**config.mk**
```make
export PLATFORM = sky130hd
export DESIGN_NAME = gray_counter_n
export DESIGN_NICKNAME = d
export VERILOG_FILES = /design/src/rtl/gray_pkg.sv /design/src/rtl/gray_to_binary_n.sv /design/src/rtl/gray_counter_n.sv
export SDC_FILE = /design/constraint.sdc
export NUM_CORES = 1
export LEC_CHECK = 0
export ABC_AREA = 1
export CAP_MARGIN = 20
export CORE_MARGIN = 1
export CORE_UTILIZATION = 35
export CTS_CLUSTER_SIZE = 8
export DETAILED_ROUTE_END_ITERATION = 12
export GPL_ROUTABILITY_DRIVEN = 0
export SKIP_LAST_GASP = 1
export SYNTH_ARGS = -nofsm -noshare
export SYNTH_HDL_FRONTEND = slang
export SYNTH_SLANG_ARGS = --single-unit
```
**constraint.sdc**
```tcl
create_clock -name clk -period 2.15 [get_ports clk]
set_clock_uncertainty 0.15 [all_clocks]
set_input_delay 0.43 -clock clk [delete_from_list [all_inputs] [get_ports clk]]
set_output_delay 0.43 -clock clk [all_outputs]
set_load 0.02 [all_outputs]
```
**src/rtl/gray_pkg.sv**
```systemverilog
// Shared Gray-code helpers for counters and pointer synchronisers.
// Conversions work on a wide vector; callers zero-extend and truncate.
package gray_pkg;

    localparam int MAXW = 64;

    localparam logic DIR_UP = 1'b1;
    localparam logic DIR_DN = 1'b0;

    function automatic logic [MAXW-1:0] bin2gray(input logic [MAXW-1:0] b);
        return b ^ (b >> 1);
    endfunction

    function automatic logic [MAXW-1:0] gray2bin(input logic [MAXW-1:0] g);
        logic [MAXW-1:0] b;
        b[MAXW-1] = g[MAXW-1];
        for (int i = MAXW - 2; i >= 0; i--) begin
            b[i] = b[i+1] ^ g[i];
        end
        return b;
    endfunction

endpackage

```
**src/rtl/gray_to_binary_n.sv**
```systemverilog
// Prefix-XOR Gray to binary conversion, N bits wide.
// Each bit is the XOR of all Gray bits at or above it.
module gray_to_binary_n #(
    parameter int WIDTH = 4
) (
    input  logic [WIDTH-1:0] i_gray,
    output logic [WIDTH-1:0] o_bin
);

    for (genvar i = 0; i < WIDTH; i++) begin : g_bit
        assign o_bin[i] = ^i_gray[WIDTH-1:i];
    end

endmodule

```
**src/rtl/gray_counter_n.sv**
```systemverilog
// Up/down Gray counter with binary or Gray load.
// Binary and Gray values are both registered so gray_out is glitch-free.
module gray_counter_n
    import gray_pkg::*;
#(
    parameter int               WIDTH     = 4,
    parameter bit               SATURATE  = 1'b0,
    parameter logic [WIDTH-1:0] RESET_VAL = '0
) (
    input  logic             clk,
    input  logic             rst_n,
    input  logic             en,
    input  logic             up_dn,
    input  logic             load,
    input  logic             load_is_gray,
    input  logic [WIDTH-1:0] load_val,
    output logic [WIDTH-1:0] bin_out,
    output logic [WIDTH-1:0] gray_out,
    output logic             wrap,
    output logic             at_limit
);

    localparam logic [WIDTH-1:0] MAXV = '1;
    localparam logic [WIDTH-1:0] RST_GRAY =
        WIDTH'(bin2gray(MAXW'(RESET_VAL)));

    logic [WIDTH-1:0] r_bin;
    logic [WIDTH-1:0] r_gray;
    logic             r_wrap;

    logic [WIDTH-1:0] w_load_bin;
    logic [WIDTH-1:0] w_nxt;
    logic [WIDTH-1:0] w_nxt_gray;
    logic             w_wrap_nxt;
    logic             w_cnt_up;
    logic             w_cnt_dn;

    gray_to_binary_n #(
        .WIDTH(WIDTH)
    ) u_g2b (
        .i_gray(load_val),
        .o_bin (w_load_bin)
    );

    assign w_cnt_up = !load && en && (up_dn == DIR_UP);
    assign w_cnt_dn = !load && en && (up_dn == DIR_DN);

    always_comb begin
        w_nxt      = r_bin;
        w_wrap_nxt = 1'b0;
        unique case (1'b1)
            load: begin
                w_nxt = load_is_gray ? w_load_bin : load_val;
            end
            w_cnt_up: begin
                if (r_bin != MAXV) begin
                    w_nxt = r_bin + 1'b1;
                end else if (!SATURATE) begin
                    w_nxt      = '0;
                    w_wrap_nxt = 1'b1;
                end
            end
            w_cnt_dn: begin
                if (r_bin != '0) begin
                    w_nxt = r_bin - 1'b1;
                end else if (!SATURATE) begin
                    w_nxt      = MAXV;
                    w_wrap_nxt = 1'b1;
                end
            end
            default: ;
        endcase
    end

    // Gray is computed from the next binary value so both regs update together.
    assign w_nxt_gray = WIDTH'(bin2gray(MAXW'(w_nxt)));

    always_ff @(posedge clk or negedge rst_n) begin
        if (!rst_n) begin
            r_bin  <= RESET_VAL;
            r_gray <= RST_GRAY;
            r_wrap <= 1'b0;
        end else begin
            r_bin  <= w_nxt;
            r_gray <= w_nxt_gray;
            r_wrap <= w_wrap_nxt;
        end
    end

    assign bin_out  = r_bin;
    assign gray_out = r_gray;
    assign wrap     = r_wrap;
    assign at_limit = (up_dn == DIR_UP) ? (r_bin == MAXV) : (r_bin == '0);

endmodule

```
After elaboration in Yosys (flattened, before gate mapping). Index checks and enable logic that the tools add are counted.

Flip-flop bits (word level): 9. Bits of input ports: 10.

Add/subtract/negate cells: 2. Eq/ne operators: 2. Mux-type cells: 8. Bitwise logic cells: 2. Reduce and logical (&&, ||, !) cells: 9.

Operators with widths (count): 4-bit one-hot mux with 3 select lines (1); 4-bit 2-to-1 mux (2); 4-bit by 1-bit adder with 4-bit output, second input constant (1); 4-bit == test, second input constant (1); 4-bit logical NOT (1); 4-bit != test, second input constant (1); 4-bit nonzero test (1); 4-bit XOR reduction (1); 4-bit by 1-bit subtractor with 4-bit output, second input constant (1); 4-bit by 3-bit XOR with 4-bit output (1); 1-bit logical AND (3); 1-bit 2-to-1 mux (3); 3-bit 2-to-1 mux (1); 3-bit XOR reduction (1); 1-bit one-hot mux with 2 select lines (1); 2-bit XOR reduction (1); 1-bit logical NOT (1); 1-bit inverter (1).

Logic depth before layout (Yosys ltp). Gate-level depths: netlist (run 1).

Depth after elaboration: 5. Mapped depth: 11. Depth with buffers taken out: 11.

By module. A second synthesis (run 1) with hierarchy kept.

Cell total of the unflattened synthesis: 117. Area, all modules: 760.7 um^2.

By module, submodules not included: gray_counter_n (instances 1, cells an instance 96, area an instance 670.6 um^2); gray_to_binary_n (instances 1, cells an instance 21, area an instance 90.1 um^2).

Worst setup path before layout (run 1). Ideal clock, no wire load.

Kind: register -> output. Start: reg r_bin[0] (netlist: bin_out[0]). End: out at_limit. Arrival: 1.358 ns. Path slack: 0.212 ns. Stages on the path, launching flop included: 4. Buffers on the path: 0. Cells stage by stage: dfrtp_1 ha_1 nand3_1 o21ai_0.

Longest elaborated chain between the ends: 2. Elaborated cells between the ends (all ways): 3. Classes of those cells: eq/ne (1); mux (1); reduce/logical (1).

RTL lines: start, declared (line gray_counter_n.sv:27) `logic [WIDTH-1:0] r_bin;`; start signal, assigned (line gray_counter_n.sv:84) `r_bin <= w_nxt;`; 4-bit == test or 4-bit logical NOT (tied branches) (line gray_counter_n.sv:93) `assign at_limit = (up_dn == DIR_UP) ? (r_bin == MAXV) : (r_bin == '0);`; 1-bit 2-to-1 mux * (line gray_counter_n.sv:93); end, declared (line gray_counter_n.sv:20) `output logic at_limit`.

Every way passes the cells marked *; elsewhere a longest branch is shown, timed or not.

Worst setup path in the final report (run 1). Ends and elaborated chain as after synthesis.

==> results of run 1 <==
-- worst reg2reg max path, cell delays in order (launching register included) --
cell,delay [ns]
dfrtp_1,0.42
inv_1,0.09
ha_2,0.19
buf_4,0.13
xor2_1,0.13
nand2_1,0.06
nand2_1,0.07
nor2_2,0.11
nand2_2,0.09
nand3_1,0.09
nand2_1,0.05
-- stage by stage --
step                      std cells  power (W)  utilization [%]  setup TNS [ns]  hold slack [ns]
after floorplan                 115   0.000361                -               0          -0.0156
after global placement          164   0.000480             52.9          -0.205            0.476
after detailed placement        164   0.000484             52.9          -0.248            0.475
after CTS                       167   0.000594             54.2               0            0.308
after global routing            167   0.000641             54.0               0            0.309
final                           167   0.000587             54.0               0            0.305
-- flip-flops by register name, indices dropped and copies added (netlist names) --
register / cells
bin_out: 4
gray_out: 3
wrap: 1
-- cell families (layout without fill, tap and decap cells) --
logic type / after synthesis / count (layout)
AOI/OAI and AO/OA: 3 / 3
xor gates and xnor gates: 1 / 1
adders and majority gates: 2 / 2
buffers and inverters: 20 / 47
DFF: 8 / 8
and+or+nand+nor: 81 / 81
-- cell type report --
cell class,count,area share (%)
timing repair buffer,26,24.7
sequential,8,20.8
tap,25,3.25
multi-input combinational,87,41.8
inverter,18,7.14
clock buffer,3,2.34
-- power groups by stage --
| stage | clock network [W] | logic [W] | registers (W) |
|---|---|---|---|
| 2_1_floorplan | 0 | 0.000132 | 0.000229 |
| 3_3_place_gp | 0 | 0.000282 | 0.000198 |
| 6_report | 0.000107 | 0.000283 | 0.000197 |
| 3_5_place_dp | 0 | 0.000285 | 0.000200 |
| 5_1_grt | 0.000124 | 0.000317 | 0.000200 |
| 4_1_cts | 0.000112 | 0.000285 | 0.000197 |
-- timing repair --
item,CTS,global route
resized for setup,2,5
endpoints found under the setup margin,1,1
pin swaps,0,0
gates cloned,0,0
-- synth_stat cells, drive strengths merged --
cell type / n
and2: 1
a21oi: 2
o21ai: 1
dfrtp: 8
xor2: 1
nor2: 10
inv: 17
nand3b: 1
buf: 2
nand3: 12
ha: 2
nor3: 1
nand2: 51
or2: 1
nand4: 4
clkinv: 1
-- metal layers --
metal / vias to the layer above / GRT usage [%] / share of wire [%]
met5: - / 0 / 0
li1: 412 / - / -
met2: 18 / 32.5 / 53
met4: 0 / 3.53 / 0
met1: 333 / 18.8 / 43
met3: 0 / 4.71 / 4.0
-- final timing paths --
path,from,endpoint,slack (ns),cells past startpoint
max,bin_out[0]$_DFF_PN0_,at_limit,0.17,4
min,rst_n,bin_out[0]$_DFF_PN0_,0.30,1
max reg2reg,bin_out[0]$_DFF_PN0_,gray_out[2]$_DFF_PN0_,0.46,10
min reg2reg,bin_out[0]$_DFF_PN0_,bin_out[0]$_DFF_PN0_,0.49,2
max in group asynchronous,rst_n,wrap$_DFF_PN0_,1.29,1
min in group clk,bin_out[0]$_DFF_PN0_,bin_out[0]$_DFF_PN0_,0.49,2
-- layout by cell type (no fill, tap or decap), types with 2 or more instances in the layout --
cell type	count
buf_4	7
dfrtp_1	8
nand4_1	4
inv_2	3
a21oi_1	2
inv_1	14
nand3_1	12
clkbuf_4	3
nor2_1	7
nand2_2	2
clkdlybuf4s50_1	18
nand2_1	49
nor2_2	3
==> flow_metrics.env, run 1 <==
export IMPL_ys_seq_area_share_pct=29.1
export IMPL_path_max_fanout=5
export IMPL_area_sequential_um2=200
export IMPL_clk_path_buf_depth=2
export IMPL_ios=20
export IMPL_synth_xor_area_share_pct=1.27
export IMPL_routedWlPerCell_um=9.24
export IMPL_cp_data_required_time_ns=1.57
export IMPL_avgViaCountPerCell=4.57
export IMPL_setup_slack_ns=0.167
export IMPL_overflow=0
export IMPL_nets=156
export IMPL_status="complete, no violations"
export IMPL_grtUsageTotal_pct=17.3
export IMPL_port_buffers=19
export IMPL_postSynthCellCount=115
export IMPL_grt_pass1_wl_um=2600
export IMPL_peakVddDrop_v=0.000378
export IMPL_setup_viol=0
export IMPL_drv_slew=0
export IMPL_num_vias=763
export IMPL_route_detailed_drc=0
export IMPL_crit_arrival_ns=1.40
export IMPL_worstPathCellList="ha_1 > nand3_1 > o21ai_0 > buf_2"
export IMPL_std_cell_rows=15
export IMPL_initial_core_util_pct=38.6
export IMPL_p_switching_w=0.000218
export IMPL_synth_nets=127
export IMPL_grt_max_degree=10
export IMPL_hold_class="in2async"
export IMPL_cts_setup_buffers=0
export IMPL_clkPwrFrac_pct=18.3
export IMPL_synth_compound_area_share_pct=2.18
export IMPL_worst_pin_slew_ns=0.343
export IMPL_cts_clk_slew_worst_paths_ns=0.05
export IMPL_hold_buffers=0
export IMPL_p_comb_share_pct=48.3
export IMPL_drv_cap=0
export IMPL_internal_power_w=0.000369
export IMPL_dieArea_um2=2150
export IMPL_drt_pass1_iter_count=4
export IMPL_synthMuxAreaShare_pct=0
export IMPL_slew_headroom_pct=77.1
export IMPL_die_h_um=46.3
export IMPL_worstSetupStartpointType="register"
export IMPL_finalHoldViolCount=0
export IMPL_synth_top_cell_by_area="dfrtp_1"
export IMPL_period_minus_slack_ns=1.98
export IMPL_core_um2=1780
export IMPL_routed_wl_um=1540
export IMPL_yosysTopAreaCellShare_pct=29.1
export IMPL_p_leak_nw=0.538
export IMPL_insertion_delay_ns=0.24
export IMPL_antenna_cells=0
export IMPL_final_cell_area_um2=963
export IMPL_end_kind="primary output"
export IMPL_synth_top_family_by_area="simple AND/OR/NAND/NOR gates"
export IMPL_synth_simple_gate_area_share_pct=51.1
export IMPL_slowest_stage="dfrtp_1"
export IMPL_cts_tree="built"
export IMPL_area_delta_synth_final_pct=40.0
export IMPL_first_global_vias=671
export IMPL_die_w_um=46.3
export IMPL_rsz0062_at_grt="no"
export IMPL_dp_slack_ns=-0.248
export IMPL_multi_input_area_um2=403
export IMPL_n_fill_cell=178
export IMPL_synth_seq_cells=8
export IMPL_cts_root_buf="clkbuf_4"
export IMPL_htree_levels=1
export IMPL_cts_sinks=8
export IMPL_fmax_ghz=0.504
export IMPL_power_density_nw_per_um2=610
export IMPL_antenna_left=0
export IMPL_antenna_found_initial=0
export IMPL_switching_share_pct=37.1
export IMPL_ys_top_cells_by_area="dfrtp_1, nand2_1, nand3_1"
export IMPL_syn_avg_cell_area_um2=5.98
export IMPL_cp_num_buf_inv=1
export IMPL_first_iter_violations=7
export IMPL_seqPwrFrac_pct=33.5
export IMPL_yosysUniqueCellTypes=20
export IMPL_worstSetupPathType="reg2out"
export IMPL_drive_gt1_share_pct=14.8
export IMPL_period_share_pct=92.2
export IMPL_hpwl_um=1370
export IMPL_syn_area_um2=688
export IMPL_placed_cell_area_um2=943
export IMPL_yosys_warnings=0
export IMPL_cts_buffers_inserted=3
export IMPL_cp_slowest_stage_delay_ns=0.42
export IMPL_crit_family="flip-flops"
export IMPL_synth_fa_ha_area_share_pct=3.64
(Power assumes the default switching activity.)
==> inputs of run 2 (changes only) <==
--- a/config.mk
+++ b/config.mk
@@ -7,11 +7,14 @@
 export LEC_CHECK = 0
 export ABC_AREA = 1
 export CAP_MARGIN = 20
+export CELL_PAD_IN_SITES_DETAIL_PLACEMENT = 1
+export CELL_PAD_IN_SITES_GLOBAL_PLACEMENT = 1
 export CORE_MARGIN = 1
-export CORE_UTILIZATION = 35
+export CORE_UTILIZATION = 30
 export CTS_CLUSTER_SIZE = 8
 export DETAILED_ROUTE_END_ITERATION = 12
 export GPL_ROUTABILITY_DRIVEN = 0
+export PLACE_DENSITY_LB_ADDON = 0.1
 export SKIP_LAST_GASP = 1
 export SYNTH_ARGS = -nofsm -noshare
 export SYNTH_HDL_FRONTEND = slang
==> run 2 against run 1 <==
Effect of this change:
- final area increased by 1.6%
- critical endpoint is now gray_out[3]
- largest cell class unchanged
- register-to-register slack about the same
- die area increased by 16%
==> flow_metrics.env, run 2 (synthesized netlist as in run 1, its figures left out) <==
export IMPL_seqPwrFrac_pct=32.1
export IMPL_clk_path_buf_depth=2
export IMPL_power_density_nw_per_um2=625
export IMPL_cts_sinks=8
export IMPL_routed_wl_um=1970
export IMPL_internal_power_w=0.000376
export IMPL_reg2reg_to="gray_out[2]$_DFF_PN0_"
export IMPL_grtUsageTotal_pct=18.7
export IMPL_nets=158
export IMPL_reg2reg_from="bin_out[0]$_DFF_PN0_"
export IMPL_n_fill_cell=287
export IMPL_num_vias=823
export IMPL_die_h_um=49.9
export IMPL_worstSetupStartpointType="register"
export IMPL_ios=20
export IMPL_end_kind="primary output"
export IMPL_clkPwrFrac_pct=18.6
export IMPL_cts_root_buf="clkbuf_4"
export IMPL_drv_cap=0
export IMPL_worstSetupStartpoint="bin_out[3]$_DFF_PN0_"
export IMPL_path_max_fanout=6
export IMPL_drv_slew=0
export IMPL_p_switching_w=0.000236
export IMPL_routedWlPerCell_um=11.5
export IMPL_hpwl_um=1710
export IMPL_first_global_vias=805
export IMPL_switching_share_pct=38.5
export IMPL_worstSetupPathType="reg2out"
export IMPL_p_comb_share_pct=49.3
export IMPL_overflow=0
export IMPL_hold_class="in2async"
export IMPL_hold_slack_ns=0.305
export IMPL_crit_arrival_ns=1.50
export IMPL_status="complete, no violations"
export IMPL_avgViaCountPerCell=4.81
export IMPL_fmax_ghz=0.482
export IMPL_peakVddDrop_v=0.000310
export IMPL_layout_commonest_cell="nand2_1"
export IMPL_period_minus_slack_ns=2.08
export IMPL_period_share_pct=96.5
export IMPL_core_um2=2060
export IMPL_grt_pass1_wl_um=3530
export IMPL_antenna_left=0
export IMPL_fin_setup_tns_ns=0
export IMPL_hold_buffers=0
export IMPL_largest_register_ffs=4
export IMPL_worstRegToRegCells=9
export IMPL_insertion_delay_ns=0.25
export IMPL_route_detailed_drc=0
export IMPL_ff2ff_setup_slack_ns=0.46
export IMPL_cts_tree="built"
export IMPL_first_iter_violations=8
export IMPL_drt_pass1_iter_count=7
export IMPL_cts_buffers_inserted=3
export IMPL_cp_data_required_time_ns=1.57
export IMPL_area_delta_synth_final_pct=42.2
export IMPL_initial_core_util_pct=33.4
export IMPL_die_w_um=49.9
export IMPL_antenna_cells=0
export IMPL_port_buffers=19
export IMPL_crit_path_end="gray_out[3]"
export IMPL_rsz0062_at_grt="no"
export IMPL_final_cell_mix="nand2_1, clkdlybuf4s50_1, inv_1"
export IMPL_total_power_w=0.000611
export IMPL_slew_headroom_pct=75.5
export IMPL_setup_viol=0
export IMPL_htree_levels=1
export IMPL_worst_pin_slew_ns=0.366
export IMPL_drive_gt1_share_pct=14.6
export IMPL_finalHoldViolCount=0
export IMPL_std_cell_rows=16
export IMPL_grt_max_degree=9
export IMPL_p_leak_nw=0.550
export IMPL_cts_clk_slew_worst_paths_ns=0.05
export IMPL_dieArea_um2=2490
export IMPL_antenna_found_initial=0
[run 2: changes by cell type in the layout (fill, tap and decap cells not counted), sizes merged]
| cell | before | now |
|---|---|---|
| buf | 8 | 10 |
[run 2: layer usage]
metal	GRT usage, %	wire length (um)	part of all wire (%)	vias to the layer above
met4	8.10	8	0.41	0
met1	23.8	908	46	385
met2	30.6	966	49	23
met5	0	0	0	-
met3	3.09	87	4.4	2
li1	-	-	-	413
[run 2: worst max-delay path, stage by stage, from the launching register on]
cell,delay [ns]
dfrtp_1,0.47
buf_4,0.18
clkdlybuf4s50_1,0.59
[run 2: power groups by stage]
| stage | Combinational (W) | Clock, W | Sequential [W] |
|---|---|---|---|
| 3_3_place_gp | 0.000295 | 0 | 0.000198 |
| 4_1_cts | 0.000306 | 0.000121 | 0.000196 |
| 5_1_grt | 0.000334 | 0.000127 | 0.000200 |
| 3_5_place_dp | 0.000304 | 0 | 0.000198 |
| 2_1_floorplan | 0.000132 | 0 | 0.000229 |
| 6_report | 0.000301 | 0.000114 | 0.000196 |
[run 2: area by class of cell]
class,count,area (um2),share of cell area [%]
Inverter,18,68.8,7.03
Clock buffer,3,22.5,2.30
Multi-Input combinational cell,87,400,40.9
Timing Repair Buffer,28,253,25.8
Tap cell,27,33.8,3.45
Sequential cell,8,200,20.5
[run 2: metrics by stage]
| stage | util [%] | setup WS [ns] | area (um2) | instances |
|---|---|---|---|---|
| finish | 47.5 | 0.0744 | 978 | 171 |
| global route | 47.5 | 0.00210 | 978 | 171 |
| CTS | 47.8 | 0.0326 | 985 | 171 |
| detailed placement | 46.6 | -0.292 | 961 | 168 |
| global placement | 46.6 | -0.211 | 961 | 168 |
| floorplan | - | 0.212 | 688 | 115 |
[run 2: what timing repair did]
item / in CTS / in global routing
endpoints found under the setup margin: 1 / 1
resized for setup: 4 / 1
buffers inserted: 0 / 0
pin swaps: 0 / 0
hold endpoints to repair: 0 / 0
[run 2: worst min path at each step]
stage | end | cells past startpoint | start
CTS | wrap$_DFF_PN0_ | 1 | rst_n
global placement | bin_out[3]$_DFF_PN0_ | 1 | rst_n
floorplan | bin_out[0]$_DFF_PN0_ | 0 | rst_n
finish | wrap$_DFF_PN0_ | 1 | rst_n
detailed placement | gray_out[2]$_DFF_PN0_ | 1 | rst_n
global route | wrap$_DFF_PN0_ | 1 | rst_n
==> inputs of run 3 (changes only) <==
--- a/config.mk
+++ b/config.mk
@@ -6,7 +6,6 @@
 export NUM_CORES = 1
 export LEC_CHECK = 0
 export ABC_AREA = 1
-export CAP_MARGIN = 20
 export CELL_PAD_IN_SITES_DETAIL_PLACEMENT = 1
 export CELL_PAD_IN_SITES_GLOBAL_PLACEMENT = 1
 export CORE_MARGIN = 1
==> results of run 3 <==
The final DEF is identical to that of run 2; final timing and power are the same.
